`src/rtl/call_stack_ctrl_if.sv`:
```
// Control-unit and stack-memory signal bundle for call_stack_ctrl.
// master = control unit plus stack memory (environment); slave = call_stack_ctrl.
interface call_stack_ctrl_if #(
   parameter int DATA_W = 32,
   parameter int CNT_W  = 6
);
   logic              call_req;
   logic              ret_req;
   logic [DATA_W-1:0] pc_in;
   logic              err_clr;
   logic              busy;
   logic              done;
   logic [DATA_W-1:0] ret_pc;
   logic [CNT_W-1:0]  depth;
   logic              err_overflow;
   logic              err_underflow;
   logic [CNT_W-1:0]  hwm;
   logic              stk_write;
   logic              stk_read;
   logic [DATA_W-1:0] stk_data_in;
   logic [DATA_W-1:0] stk_data_out;

   modport master (
      output call_req, ret_req, pc_in, err_clr, stk_data_out,
      input  busy, done, ret_pc, depth, err_overflow, err_underflow, hwm,
             stk_write, stk_read, stk_data_in
   );

   modport slave (
      input  call_req, ret_req, pc_in, err_clr, stk_data_out,
      output busy, done, ret_pc, depth, err_overflow, err_underflow, hwm,
             stk_write, stk_read, stk_data_in
   );
endinterface

```
`src/rtl/call_stack_ctrl.sv`:
```
// CALL/RET initiator for a 32x32 push/pop stack memory with shadow depth and sticky errors.
// Optional high-water mark tracking is enabled by defining STACK_HWM_EN.
module call_stack_ctrl #(
   parameter int DATA_W = 32,
   parameter int DEPTH  = 31,
   parameter int CNT_W  = 6
) (
   input logic              clock,
   input logic              clr_n,
   call_stack_ctrl_if.slave bus
);

   typedef enum logic [2:0] {IDLE, PUSH, PUSH_END, POP, POP_CAP, FIN} state_t;

   localparam logic [CNT_W-1:0] FULL = CNT_W'(DEPTH);

   state_t            state_q, state_d;
   logic [CNT_W-1:0]  depth_q, depth_d;
   logic [DATA_W-1:0] ret_pc_q, ret_pc_d;
   logic [DATA_W-1:0] wdata_q, wdata_d;
   logic              ovf_q, ovf_d;
   logic              unf_q, unf_d;
   logic              wr_q, wr_d;
   logic              rd_q, rd_d;
   logic              done_q, done_d;
   logic              busy_q, busy_d;

   always_comb begin
      state_d  = state_q;
      depth_d  = depth_q;
      ret_pc_d = ret_pc_q;
      wdata_d  = wdata_q;
      ovf_d    = ovf_q;
      unf_d    = unf_q;
      // Clear first so an error raised on the same edge takes precedence.
      if (bus.err_clr) begin
         ovf_d = 1'b0;
         unf_d = 1'b0;
      end
      case (state_q)
         IDLE: begin
            if (bus.call_req) begin
               if (depth_q < FULL) begin
                  wdata_d = bus.pc_in;
                  state_d = PUSH;
               end else begin
                  ovf_d   = 1'b1;
                  state_d = FIN;
               end
            end else if (bus.ret_req) begin
               if (depth_q != '0) begin
                  state_d = POP;
               end else begin
                  unf_d   = 1'b1;
                  state_d = FIN;
               end
            end
         end
         PUSH:     state_d = PUSH_END;
         PUSH_END: begin
            depth_d = depth_q + CNT_W'(1);
            state_d = FIN;
         end
         POP:      state_d = POP_CAP;
         POP_CAP: begin
            ret_pc_d = bus.stk_data_out;
            depth_d  = depth_q - CNT_W'(1);
            state_d  = FIN;
         end
         FIN:      state_d = IDLE;
         default:  state_d = IDLE;
      endcase
      // Outputs are registered from the next state so strobes are glitch-free.
      wr_d   = (state_d == PUSH);
      rd_d   = (state_d == POP);
      done_d = (state_d == FIN);
      busy_d = (state_d != IDLE);
   end

   always_ff @(posedge clock or negedge clr_n) begin
      if (!clr_n) begin
         state_q  <= IDLE;
         depth_q  <= '0;
         ret_pc_q <= '0;
         wdata_q  <= '0;
         ovf_q    <= 1'b0;
         unf_q    <= 1'b0;
         wr_q     <= 1'b0;
         rd_q     <= 1'b0;
         done_q   <= 1'b0;
         busy_q   <= 1'b0;
      end else begin
         state_q  <= state_d;
         depth_q  <= depth_d;
         ret_pc_q <= ret_pc_d;
         wdata_q  <= wdata_d;
         ovf_q    <= ovf_d;
         unf_q    <= unf_d;
         wr_q     <= wr_d;
         rd_q     <= rd_d;
         done_q   <= done_d;
         busy_q   <= busy_d;
      end
   end

`ifdef STACK_HWM_EN
   logic [CNT_W-1:0] hwm_q, hwm_d;

   assign hwm_d = (depth_d > hwm_q) ? depth_d : hwm_q;

   always_ff @(posedge clock or negedge clr_n) begin
      if (!clr_n) hwm_q <= '0;
      else        hwm_q <= hwm_d;
   end

   assign bus.hwm = hwm_q;
`else
   assign bus.hwm = '0;
`endif

   assign bus.busy          = busy_q;
   assign bus.done          = done_q;
   assign bus.ret_pc        = ret_pc_q;
   assign bus.depth         = depth_q;
   assign bus.err_overflow  = ovf_q;
   assign bus.err_underflow = unf_q;
   assign bus.stk_write     = wr_q;
   assign bus.stk_read      = rd_q;
   assign bus.stk_data_in   = wdata_q;

endmodule

```
`src/flat_wrapper.sv`:
```
// flat-port wrapper written by rule: the top's interface ports become plain ports
module call_stack_ctrl_flat 
#(
   parameter int DATA_W = 32,
   parameter int DEPTH  = 31,
   parameter int CNT_W  = 6
)
  (clock, clr_n, bus_call_req, bus_ret_req, bus_pc_in, bus_err_clr, bus_stk_data_out, bus_busy, bus_done, bus_ret_pc, bus_depth, bus_err_overflow, bus_err_underflow, bus_hwm, bus_stk_write, bus_stk_read, bus_stk_data_in);
  call_stack_ctrl_if #(.DATA_W(DATA_W), .CNT_W(CNT_W)) bus_i ();
  input logic clock;
  input logic clr_n;
  input wire logic [$bits(bus_i.call_req)-1:0] bus_call_req;
  input wire logic [$bits(bus_i.ret_req)-1:0] bus_ret_req;
  input wire logic [$bits(bus_i.pc_in)-1:0] bus_pc_in;
  input wire logic [$bits(bus_i.err_clr)-1:0] bus_err_clr;
  input wire logic [$bits(bus_i.stk_data_out)-1:0] bus_stk_data_out;
  output wire logic [$bits(bus_i.busy)-1:0] bus_busy;
  output wire logic [$bits(bus_i.done)-1:0] bus_done;
  output wire logic [$bits(bus_i.ret_pc)-1:0] bus_ret_pc;
  output wire logic [$bits(bus_i.depth)-1:0] bus_depth;
  output wire logic [$bits(bus_i.err_overflow)-1:0] bus_err_overflow;
  output wire logic [$bits(bus_i.err_underflow)-1:0] bus_err_underflow;
  output wire logic [$bits(bus_i.hwm)-1:0] bus_hwm;
  output wire logic [$bits(bus_i.stk_write)-1:0] bus_stk_write;
  output wire logic [$bits(bus_i.stk_read)-1:0] bus_stk_read;
  output wire logic [$bits(bus_i.stk_data_in)-1:0] bus_stk_data_in;
  assign bus_i.call_req = bus_call_req;
  assign bus_i.ret_req = bus_ret_req;
  assign bus_i.pc_in = bus_pc_in;
  assign bus_i.err_clr = bus_err_clr;
  assign bus_i.stk_data_out = bus_stk_data_out;
  assign bus_busy = bus_i.busy;
  assign bus_done = bus_i.done;
  assign bus_ret_pc = bus_i.ret_pc;
  assign bus_depth = bus_i.depth;
  assign bus_err_overflow = bus_i.err_overflow;
  assign bus_err_underflow = bus_i.err_underflow;
  assign bus_hwm = bus_i.hwm;
  assign bus_stk_write = bus_i.stk_write;
  assign bus_stk_read = bus_i.stk_read;
  assign bus_stk_data_in = bus_i.stk_data_in;
  call_stack_ctrl #(.DATA_W(DATA_W), .DEPTH(DEPTH), .CNT_W(CNT_W)) u_core (.clock(clock), .clr_n(clr_n), .bus(bus_i));
endmodule
```
`config.mk`:
```
export PLATFORM = sky130hd
export DESIGN_NAME = call_stack_ctrl_flat
export DESIGN_NICKNAME = d
export VERILOG_FILES = /design/src/rtl/call_stack_ctrl_if.sv /design/src/rtl/call_stack_ctrl.sv /design/src/flat_wrapper.sv
export SDC_FILE = /design/constraint.sdc
export NUM_CORES = 1
export LEC_CHECK = 0
export CAP_MARGIN = 5
export CORE_MARGIN = 1.5
export CORE_UTILIZATION = 25
export CTS_BUF_LIST = sky130_fd_sc_hd__clkbuf_4 sky130_fd_sc_hd__clkbuf_8
export DETAILED_ROUTE_END_ITERATION = 16
export HOLD_SLACK_MARGIN = 0.06
export PLACE_DENSITY = 0.52
export SKIP_LAST_GASP = 1
export SYNTH_ARGS = -nofsm -noshare
export SYNTH_HDL_FRONTEND = slang
export SYNTH_SLANG_ARGS = --single-unit
```
`constraint.sdc`:
```
create_clock -name clock -period 2.66 [get_ports clock]
set_input_delay 0.399 -clock clock [delete_from_list [all_inputs] [get_ports clock]]
set_output_delay 0.399 -clock clock [all_outputs]
set_load 0.005 [all_outputs]
```
Yosys cells after proc, flatten, opt, wreduce, memory -nomap -nowiden
Index checks and enable logic that the tools add are counted.
Widths: inputs -> output; s select.
Word-level totals
  output and inout bits: 82
  input bits: 69
  logic and storage cells: 41
  bits in registers: 79
Cells by class
  $add $sub $neg: 2
  mux-type cells: 15
  eq/ne operators: 7
  order comparisons: 1
  reduce and logical (&&, ||, !) cells: 6
Operator list (number)
  $mux 3: 4
  $pmux 3 s4: 1
  $pmux 6 s2: 1
  $eq 3x2->1 const B: 3
  $mux 1: 9
  $add 6x1->6 const B: 1
  $eq 3x1->1 const B: 2
  $eq 3x3->1 const B: 2
  $lt 6x5->1 const B: 1
  $reduce_bool 6->1: 1
  $sub 6x1->6 const B: 1
  $logic_not 3->1: 1
  $reduce_and 3->1: 1
  $reduce_bool 3->1: 1
  $reduce_bool 2->1: 1
  $reduce_or 2->1: 1

Longest topological paths before layout
Gate-level depths: netlist of run 1.
  depth in word-level cells: 6
  gate-level depth with buffers: 9
  gate-level depth less buffers: 7

Least setup slack after synthesis of run 1
No wires, ideal clock.
  path type: register to register
  from: reg u_core.state_q[0]
  to: reg u_core.depth_q[4] (netlist: u_core.bus.depth[4])
  cell stages (with the launch flop): 10
  clock period less this slack: 1912 ps
  data arrival time: 1833 ps
  setup slack: 748 ps
  path buffers: 2
  data required time: 2581 ps
  setup time: 79 ps
  path through: dfrtp_1 -> buf_2 -> or3b_1 -> buf_2 -> xnor2_1 -> ha_1 -> nor2_1 -> nand3_1 -> a21oi_1 -> xor2_1
Between the ends
  longest elaborated chain between the ends: 2
  elaborated cells between the ends (all ways): 4
  those cells by class: 2 x eq/ne; 1 x mux; 1 x reduce/logical
Ends and longest elaborated chain
  start: declaration: RTL line call_stack_ctrl.sv:17  | state_t state_q, state_d;
  start signal: assignment: RTL line call_stack_ctrl.sv:93  | state_q <= state_d;
  $eq 3x3->1 or $eq 3x2->1 (tied branches): RTL line call_stack_ctrl.sv:40  | case (state_q)
  $pmux 6 s2 or $reduce_bool 2->1 (tied branches)
  end signal: assignment: RTL line call_stack_ctrl.sv:94  | depth_q <= depth_d;
  end: declaration: RTL line call_stack_ctrl.sv:18  | logic [CNT_W-1:0] depth_q, depth_d;
Parallel ways exist; a longest one is shown, timed or not.
A chain may end at the register's enable or synchronous reset.

Final worst setup path of run 1
  from: reg u_core.state_q[1]
  to: reg u_core.depth_q[4] (netlist: u_core.bus.depth[4])
The elaborated chain is that of the path after synthesis.

==> metrics.yaml, run 1 <==
run_status:
  status: "finished clean"
sta:
  finalHoldViolations: 0
  final.min_clock_period_ps: 2040
  period_share_pct: 76.5
  rsz0062_at_grt: "false"
  slew_viol_final: 0
  setup_viol: 0
  skew_ps: 10.9
  slew-limit-headroom_pct: 55.3
  worstMarginPinSlew_ps: 671
  fmax_mhz: 491
  tns_ps: 0
die:
  dieHeight_um: 119
  io_pins: 151
  die_w_um: 119
  core_area_mm2: 0.0132
  row_count: 42
  start_util_pct: 25.5
  dieArea_mm2: 0.0141
logic_synthesis:
  netlist_area_mm2: 0.00336
  synthFlopType: "dfrtp_1"
  synth_area_per_cell_um2: 11.6
  synth.ff_latch_count: 79
  yosysUniqueCellTypes: 35
  synthCells: 290
  synth_edf_count: 0
  synth_top_area_share_pct: 58.9
  synthArstFlopShare_pct: 100
  synth_most_common_cell: "nand2_1"
  synthTopCellsByArea: "dfrtp_1 (59%), mux2_4 (13%), nand2_1 (11%), buf_12 (1.8%), mux2_2 (1.7%)"
  synth_top_cell_by_area: "dfrtp_1"
  ys_seq_area_share_pct: 58.9
  synth_common_cells: "nand2_1 (102), dfrtp_1 (79), mux2_4 (29)"
  synth_warnings: 0
drt:
  drtAntennaViolNets: 0
  wl_per_cell_um: 13.4
  m1WireLength_um: 3730
  drt-initial-drc-count: 69
  via_per_inst: 4.11
  vias: 2533
  wl_met3_um: 514
  wl_um: 8280
  drtPass1Iterations: 4
  routed.top_layer: "met4"
  drc_errors: 0
  wl_met2_um: 3940
critical_path:
  cp_slowest_cell: "dfrtp_1"
  critPathKind: "reg2reg"
  required_ps: 2940
  cp_cell_sequence: "or3b_1 -> xnor2_1 -> ha_1 -> nor2_1 -> nand3_1 -> a21oi_1 -> xor2_1"
  worst_setup_path_end_kind: "flip-flop"
  cp_data_arrival_time_ps: 2310
  max_stage_delay_ps: 550
  start_kind: "flip-flop"
  path_buf_inv: 0
  cp_max_fo: 15
  reg2reg_from: "u_core.state_q[1]$_DFF_PN0_"
  cp-startpoint: "u_core.state_q[1]$_DFF_PN0_"
  cp_top_family: "simple AND/OR/NAND/NOR gates"
power_and_ir_drop:
  ir_drop_mv: 0.435
  power_frac_clock_pct: 15.7
  power.leakage_nw: 2.30
  pwr-share-comb_pct: 46.1
  p_int_w: 0.00398
  p_sw_share_pct: 31.3
  p_switching_w: 0.00181
  pwr-share-seq_pct: 38.2
  power.density_mw_per_mm2: 1120
cts:
  post_cts_resize_count: 0
  cts.hold.buffers_added: 0
  cts_made_buffers: 9
  tritoncts: "built"
  clockBufferDepth: 2
  clock_sinks: 79
  clk_pin_slew_ps: 80
  htree_levels: 3
  root_buffer: "clkbuf_8"
  cts_setup_buffers: 0
  clkLatencyLatePin_ps: 360
global_routing:
  grt_pass1_wl_um: 13500
  antenna_found_initial: 0
  grt_max_degree: 52
  gr-total-overflow: 0
  grt_usage_pct: 12.2
  grt_pass1_vias: 2559
place:
  dp_hpwl_um: 6000
  place_congestion: 0.735
  io_buffers: 144
  dpl.cell_count: 600
cells_and_area:
  area_growth_pct: 53.4
  nNetsFinal: 505
  n_fill_cell: 1281
  finalNonFillerCells: 616
  antenna_cells: 0
  drive_gt1_share_pct: 13.6
run:
  max_cap_viol_count: 0
min_path:
  hold_class: "in2async"
-- flip-flops by register name, indices dropped and copies added (netlist names) --
signal                    cells
u_core.bus.depth              6
u_core.bus.err_underflow      1
u_core.bus.stk_write          1
u_core.bus.err_overflow       1
u_core.bus.busy               1
u_core.bus.stk_read           1
u_core.bus.stk_data_in       32
u_core.state_q                3
u_core.bus.ret_pc            32
u_core.bus.done               1
-- cell usage in the layout (no fill, tap or decap) --
| cell type | Yosys | final |
|---|---|---|
| mux2_2 | 5 | 5 |
| or3_1 | 1 | 1 |
| o31ai_1 | 2 | 2 |
| conb_1 | 1 | 6 |
| o21ai_0 | 2 | 2 |
| buf_12 | 3 | 2 |
| nor4_1 | 2 | 2 |
| clkbuf_4 | 0 | 1 |
| nand2b_1 | 3 | 3 |
| nor2_1 | 5 | 5 |
| a31oi_1 | 2 | 2 |
| and3_1 | 2 | 1 |
| clkinvlp_4 | 0 | 3 |
| nand2_1 | 102 | 102 |
| o32ai_1 | 1 | 1 |
| buf_4 | 6 | 6 |
| clkbuf_8 | 0 | 10 |
| inv_1 | 2 | 2 |
| o31a_1 | 1 | 1 |
| ha_1 | 1 | 1 |
| nand3_1 | 3 | 3 |
| nor2b_1 | 1 | 1 |
| o21ai_1 | 1 | 1 |
| a21oi_1 | 5 | 5 |
| mux2_4 | 29 | 29 |
| dfrtp_1 | 79 | 79 |
| and3_2 | 0 | 1 |
| clkdlybuf4s50_1 | 0 | 143 |
| bufinv_16 | 0 | 1 |
| xor2_1 | 3 | 3 |
| nand4b_1 | 1 | 1 |
| a21o_1 | 2 | 2 |
| nor3b_4 | 0 | 1 |
| clkinv_2 | 0 | 1 |
| or3b_1 | 1 | 1 |
| nor3_1 | 5 | 5 |
| xnor2_1 | 3 | 3 |
| nand4_1 | 2 | 2 |
-- final cells by class --
| class | count | area [um^2] | share of cell area (%) |
|---|---|---|---|
| clock inverters | 5 | 57.6 | 1.12 |
| flip-flops and latches | 79 | 1980 | 38.4 |
| clock buffers | 11 | 145 | 2.82 |
| repair buffers | 151 | 1520 | 29.4 |
| inverters | 2 | 7.51 | 0.146 |
| well taps | 176 | 220 | 4.27 |
| multi-input cells | 192 | 1230 | 23.8 |
-- through the flow --
stage          hold slack, ps  setup slack (ps)  power (W)  area, um^2  utilization [%]
2_1_floorplan             103               748    0.00345        3380                -
3_3_place_gp              457               635    0.00491        4950             37.5
3_5_place_dp              461               611    0.00495        4950             37.5
4_1_cts                  75.3               605    0.00591        5150             39.1
5_1_grt                   107               456    0.00624        5150             39.1
6_report                 65.2               624    0.00579        5150             39.1
-- power by group through the flow --
stage | sequential (W) | combinational, W | clock (W)
finish | 0.00221 | 0.00267 | 0.000907
global route | 0.00230 | 0.00292 | 0.00101
CTS | 0.00223 | 0.00272 | 0.000959
detailed placement | 0.00224 | 0.00271 | 0
global placement | 0.00223 | 0.00268 | 0
floorplan | 0.00217 | 0.00128 | 0
-- final timing paths --
check | end | slack (ps) | depth (start not counted)
min in group clock | u_core.bus.ret_pc[5]$_DFFE_PN0N_ | 480 | 2
min | u_core.bus.stk_data_in[7]$_DFFE_PN0P_ | 70 | 1
max in group asynchronous | u_core.bus.ret_pc[27]$_DFFE_PN0N_ | 1980 | 2
max | u_core.bus.depth[4]$_DFFE_PN0N_ | 620 | 7
max reg2reg | u_core.bus.depth[4]$_DFFE_PN0N_ | 620 | 7
min reg2reg | u_core.bus.ret_pc[5]$_DFFE_PN0N_ | 480 | 2
-- worst reg2reg max path: cells and delay by family (launching register included) --
kind | cells | cell delay [ps]
XOR/XNOR | 2 | 310
AND/OR/NAND/NOR | 3 | 690
adder cells (fa/ha/maj) | 1 | 220
flip-flops | 1 | 550
AO/OA/AOI/OAI | 1 | 190
-- logic make-up after synthesis --
| group | synth area share, % |
|---|---|
| and+or+nand+nor | 16.1 |
| muxes | 14.6 |
| other | 0.112 |
| AOI/OAI and AO/OA | 2.98 |
| DFF | 58.9 |
| xor gates and xnor gates | 1.57 |
| buffers and inverters | 5.37 |
| adders and majority gates | 0.373 |
-- per-layer routing --
metal	up-vias	GRT usage, %
li1	1222	-
met1	1218	15.1
met2	84	19.5
met3	9	5.08
met4	0	3.39
met5	-	0
No activity file was read; power rests on OpenSTA's default activity.
==> run 2, diff against run 1 <==
clock period = 2 ns   (was 2.66 ns; I/O delays follow)
==> run 2 against run 1 <==
Effect of this change: core utilization is 0.40 points higher; non-clock buffer count increased by 8; register-to-register slack worse by 520 ps; count of clock-buffer cells in the layout fell by 1; setup slack got worse by 520 ps; via count rose by 2.1%; final cell count grew 1.3%; first-iteration DRC count increased by 51%; combinational power rose by 42%; global-route usage up 0.56 points; total power rose by 34%; sequential power rose by 27%; critical path type unchanged; largest power group unchanged.
==> metrics.yaml, run 2 (synthesized netlist as in run 1, its figures left out) <==
run_status:
  status: "finished clean"
drt:
  drc_errors: 0  # unchanged
  wl_per_cell_um: 13.5  # about the same
  drt-initial-drc-count: 104  # +51%
  drtAntennaViolNets: 0  # unchanged
  via_per_inst: 4.14  # +0.74%
  wl_um: 8400  # +1.3%
  drtPass1Iterations: 4  # unchanged
  vias: 2585  # +2.1%
sta:
  worstMarginPinSlew_ps: 606  # -64.4 ps
  tns_ps: 0  # unchanged
  rsz0062_at_grt: "false"
  fmax_mhz: 527  # +7.2%
  setup_viol: 0  # unchanged
  finalHoldViolations: 0  # unchanged
  period_share_pct: 94.9  # +18 points
  slew-limit-headroom_pct: 59.6  # +4.3 points
  skew_ps: 8.55  # -2.33 ps
  final.min_clock_period_ps: 1900  # -137 ps
  worst_slack_ps: 102  # -523 ps
  slew_viol_final: 0  # unchanged
cts:
  clk_pin_slew_ps: 80  # about the same
  clock_sinks: 79  # unchanged
  htree_levels: 3  # unchanged
  clockBufferDepth: 2  # unchanged
  cts_made_buffers: 9  # unchanged
  cts_setup_buffers: 0  # unchanged
  tritoncts: "built"
  clkLatencyLatePin_ps: 360  # about the same
  root_buffer: "clkbuf_8"
  post_cts_resize_count: 0  # unchanged
cells_and_area:
  final_cell_mix: "clkdlybuf4s50_1 (143), nand2_1 (102), dfrtp_1 (79), mux2_4 (29), buf_4 (13)"
  antenna_cells: 0  # unchanged
  drive_gt1_share_pct: 15.0  # +1.3 points
  nNetsFinal: 513  # +1.6%
  final_common_cell: "clkdlybuf4s50_1"
  area_growth_pct: 55.0
place:
  dp_hpwl_um: 5910  # -1.6%
  io_buffers: 144  # unchanged
  place_congestion: 0.732  # -0.45%
  place_ws_ps: 108  # -503 ps
critical_path:
  cp_cell_sequence: "and3_1 -> a31oi_1 -> and3_2 -> buf_12 -> mux2_2"
  cp_slowest_cell: "dfrtp_1"
  worst_setup_path_end_kind: "flip-flop"
  max_stage_delay_ps: 420  # -130 ps
  cp_data_arrival_time_ps: 2140  # -170 ps
  cp_top_family: "simple AND/OR/NAND/NOR gates"
  path_buf_inv: 1  # +1
  required_ps: 2240  # -700 ps
  start_kind: "flip-flop"
  cp_max_fo: 33  # +18
  critPathKind: "reg2reg"
global_routing:
  antenna_found_initial: 0  # unchanged
  grt_pass1_vias: 2733  # +6.8%
  grt_max_degree: 44  # -15%
  grt_pass1_wl_um: 14000  # +4.3%
  gr-total-overflow: 0  # unchanged
  grt_usage_pct: 12.7  # +0.56 points
power_and_ir_drop:
  power_frac_clock_pct: 15.2  # -0.5 points
  p_switching_w: 0.00244  # +35%
  ir_drop_mv: 0.537  # +24%
  power.leakage_nw: 2.34  # +1.8%
  pwr-share-seq_pct: 36.0  # -2.2 points
  pwr-share-comb_pct: 48.8  # +2.7 points
  p_sw_share_pct: 31.4  # +0.065 points
  p_int_w: 0.00534  # +34%
  power.total_w: 0.00777  # +34%
  power.density_mw_per_mm2: 1490  # +33%
min_path:
  hold_class: "in2reg"
die:
  start_util_pct: 25.5  # unchanged
  core_area_mm2: 0.0132  # unchanged
  io_pins: 151  # unchanged
  dieHeight_um: 119  # unchanged
  row_count: 42  # unchanged
  die_w_um: 119  # unchanged
  dieArea_mm2: 0.0141  # unchanged
run:
  max_cap_viol_count: 0  # unchanged
-- run 2: changes by cell type in the layout (fill, tap and decap cells not counted) --
| cell | change |
|---|---|
| buf_4 | +7 |
| clkinvlp_4 | -2 |
| clkinv_2 | +2 |
| dlygate4sd3_1 | +1 |
| clkinv_4 | +1 |
| clkbuf_8 | -1 |
-- run 2: through the flow --
stage | utilization [%] | hold WS, ps | cell area, um^2 | cells
4_1_cts | 39.5 | 428 | 5200 | 624
6_report | 39.5 | 459 | 5200 | 624
3_3_place_gp | 37.9 | 343 | 5000 | 607
3_5_place_dp | 37.9 | 352 | 5000 | 607
5_1_grt | 39.5 | 450 | 5200 | 624
2_1_floorplan | - | 4.41 | 3380 | 295
-- run 2: path summary, 6_finish.rpt --
| kind | endpoint | from | slack, ps | cells after the start |
|---|---|---|---|---|
| worst max-delay path | u_core.bus.stk_data_in[2]$_DFFE_PN0P_ | u_core.bus.depth[4]$_DFFE_PN0N_ | 100 | 5 |
| worst min-delay path | u_core.bus.ret_pc[7]$_DFFE_PN0N_ | bus_stk_data_out[7] | 460 | 3 |
| worst max register to register | u_core.bus.stk_data_in[2]$_DFFE_PN0P_ | u_core.bus.depth[4]$_DFFE_PN0N_ | 100 | 5 |
| worst min register to register | u_core.bus.ret_pc[17]$_DFFE_PN0N_ | u_core.bus.ret_pc[17]$_DFFE_PN0N_ | 480 | 2 |
| max in group asynchronous | u_core.bus.ret_pc[24]$_DFFE_PN0N_ | clr_n | 910 | 3 |
| min in group asynchronous | u_core.bus.stk_data_in[4]$_DFFE_PN0P_ | clr_n | 490 | 2 |
-- run 2: power by group through the flow --
stage	registers, W	logic, W	clock network, W
4_1_cts	0.00281	0.00386	0.00125
3_5_place_dp	0.00283	0.00384	0
3_3_place_gp	0.00282	0.00379	0
2_1_floorplan	0.00289	0.00170	0
5_1_grt	0.00291	0.00416	0.00131
6_report	0.00280	0.00379	0.00118
-- run 2: layout make-up --
cell class,count,area [um^2]
multi-input combinational,192,1230
inverter,2,7.51
tap,176,220
sequential,79,1980
fill,1288,7990
clock buffer,10,131
timing repair buffer,159,1580
clock inverter,6,61.3
-- run 2: layer usage --
metal	routed length, um	vias up	GRT usage, %	part of all wire (%)
met3	510	9	3.59	6.1
met5	0	-	0	0
li1	-	1238	-	-
met1	3860	1251	16.7	46
met2	3880	87	19.3	46
met4	143	0	6.33	1.7
-- run 2: worst reg2reg max path: cells and delay by family (launching register included) --
kind,cells,cell delay [ps]
AOI/OAI and AO/OA,1,270
buffers and inverters,1,250
DFF,1,420
and+or+nand+nor,2,480
muxes,1,370
-- run 2: repair_timing --
| item | CTS | global route |
|---|---|---|
| endpoints found under the setup margin | 0 | 0 |
| hold buffers | 1 | 0 |
| endpoints found under the hold margin | 41 | 0 |
==> run 3, diff against run 2 <==
==> constraint.sdc (replaced) <==
create_clock -name clock -period 2.4 [get_ports clock]
set_input_delay 0.36 -clock clock [delete_from_list [all_inputs] [get_ports clock]]
set_output_delay 0.36 -clock clock [all_outputs]
set_load 0.02 [all_outputs]
==> run 3 against run 2 <==
Effect of this change: hold slack better by 14 ps; total power down 7.2%; sequential power down 15%; largest cell class unchanged; highest routed layer unchanged.
==> metrics.yaml, run 3 (synthesized netlist as in run 1, its figures left out) <==
global_routing:
  gr-total-overflow: 0  # unchanged
  grt_max_degree: 49  # +11%
  antenna_found_initial: 0  # unchanged
  grt_usage_pct: 12.2  # -0.52 points
  grt_pass1_vias: 2641  # -3.4%
  grt_pass1_wl_um: 13600  # -3.1%
power_and_ir_drop:
  power.leakage_nw: 2.32  # -1.0%
  ir_drop_mv: 0.447  # -17%
  power.total_w: 0.00722  # -7.2%
  power.density_mw_per_mm2: 1390  # -6.9%
drt:
  via_per_inst: 4.11  # -0.68%
  drc_errors: 0  # unchanged
  vias: 2551  # -1.3%
  wl_per_cell_um: 13.4  # -0.18%
  drtAntennaViolNets: 0  # unchanged
  drtPass1Iterations: 4  # unchanged
  drt-initial-drc-count: 105  # +0.96%
  wl_um: 8330  # -0.82%
cts:
  tritoncts: "built"
  htree_levels: 3  # unchanged
  clock_sinks: 79  # unchanged
  clkLatencyLatePin_ps: 360  # about the same
  cts_setup_buffers: 0  # unchanged
  root_buffer: "clkbuf_8"
  clk_pin_slew_ps: 90  # about the same
  post_cts_resize_count: 0  # unchanged
  clockBufferDepth: 2  # unchanged
  cts_made_buffers: 9  # unchanged
sta:
  rsz0062_at_grt: "false"
  setup_viol: 0  # unchanged
  final.min_clock_period_ps: 2030  # +130 ps
  slew_viol_final: 0  # unchanged
  skew_ps: 6.76  # -1.79 ps
  period_share_pct: 84.5  # -10 points
  fmax_mhz: 493  # -6.4%
  tns_ps: 0  # unchanged
  finalHoldViolations: 0  # unchanged
  hold_ws_ps: 473  # +13.9 ps
critical_path:
  worst_setup_path_end_kind: "flip-flop"
  required_ps: 2640  # +400 ps
  critPathKind: "reg2reg"
  cp_data_arrival_time_ps: 2270  # +130 ps
  cp_max_fo: 18  # -45%
  start_kind: "flip-flop"
  cp_cell_sequence: "and3_1 -> a31oi_1 -> and3_2 -> buf_12 -> mux2_4"
  max_stage_delay_ps: 450  # +30 ps
  cp_slowest_cell: "dfrtp_1"
place:
  io_buffers: 144  # unchanged
  place_congestion: 0.797  # +9.0%
  dp_hpwl_um: 5940  # +0.50%
  dpl.cell_count: 603  # -0.66%
cells_and_area:
  antenna_cells: 0  # unchanged
  final_common_cell: "clkdlybuf4s50_1"
  area_growth_pct: 54.5
  drive_gt1_share_pct: 14.2  # -0.77 points
  finalNonFillerCells: 620  # -0.64%
  nNetsFinal: 509  # -0.78%
  final_cell_mix: "clkdlybuf4s50_1 (143), nand2_1 (102), dfrtp_1 (79), mux2_4 (29), clkbuf_8 (10)"
  n_fill_cell: 1281  # -0.54%
die:
  io_pins: 151  # unchanged
  die_w_um: 119  # unchanged
  start_util_pct: 25.5  # unchanged
  dieArea_mm2: 0.0141  # unchanged
  row_count: 42  # unchanged
  core_area_mm2: 0.0132  # unchanged
  dieHeight_um: 119  # unchanged
run_status:
  status: "finished clean"
min_path:
  hold_class: "in2async"
run:
  max_cap_viol_count: 0  # unchanged
run 3: changes by cell type in the layout (fill, tap and decap cells not counted):
cell and change:
buf_4 -4, clkinv_2 -3, clkinvlp_4 +2, clkbuf_4 -1, clkbuf_8 +1, clkinv_4 +1
run 3: area by class of cell:
class | count | area (um^2) | area share, %
inverter | 2 | 7.51 | 0.145
tap | 176 | 220 | 4.24
multi-input combinational | 192 | 1230 | 23.7
timing repair buffer | 155 | 1550 | 29.9
clock buffer | 10 | 138 | 2.65
sequential | 79 | 1980 | 38.1
clock inverter | 6 | 70.1 | 1.35
run 3: per-stage QoR:
stage          area, um^2  worst slack [ps]  utilization, %
6_report             5190               372            39.3
5_1_grt              5190               265            39.3
4_1_cts              5190               344            39.3
3_5_place_dp         4970               353            37.7
3_3_place_gp         4970               419            37.7
2_1_floorplan        3380               487               -
run 3: path summary, 6_finish.rpt:
check	cells after the start	from	end	slack, ps
max in group asynchronous	3	clr_n	u_core.bus.ret_pc[2]$_DFFE_PN0N_	1320
max reg2reg	5	u_core.bus.depth[3]$_DFFE_PN0N_	u_core.bus.stk_data_in[26]$_DFFE_PN0P_	370
min	2	clr_n	u_core.bus.stk_data_in[16]$_DFFE_PN0P_	470
max	5	u_core.bus.depth[3]$_DFFE_PN0N_	u_core.bus.stk_data_in[26]$_DFFE_PN0P_	370
min reg2reg	2	u_core.bus.ret_pc[28]$_DFFE_PN0N_	u_core.bus.ret_pc[28]$_DFFE_PN0N_	480
min in group clock	2	u_core.bus.ret_pc[28]$_DFFE_PN0N_	u_core.bus.ret_pc[28]$_DFFE_PN0N_	480
run 3: metal layers:
layer | vias to the layer above | share of wire, % | global-route usage (%)
li1 | 1237 | - | -
met1 | 1220 | 48 | 16.3
met2 | 83 | 45 | 18.5
met3 | 11 | 5.5 | 3.16
met4 | 0 | 1.9 | 5.87
met5 | - | 0 | 0
run 3: worst max-delay path: cells and delay by family (launching register included):
family | cells | cell delay (ps)
AND/OR/NAND/NOR | 2 | 630
flip-flops | 1 | 450
multiplexers | 1 | 310
AO/OA/AOI/OAI | 1 | 280
buffers and inverters | 1 | 230
run 3: power breakdown:
part           leakage [nW]  total (W)  internal (W)  switching [W]
combinational          1.26    0.00380       0.00195        0.00184
sequential            0.963    0.00239       0.00198       0.000405
clock                0.0947    0.00103      0.000512       0.000521
run 3: repair_timing:
| item | 4_1_cts | 5_1_grt |
|---|---|---|
| endpoints found under the setup margin | 0 | 0 |
| hold buffers | 1 | 0 |
| hold endpoints to repair | 31 | 0 |
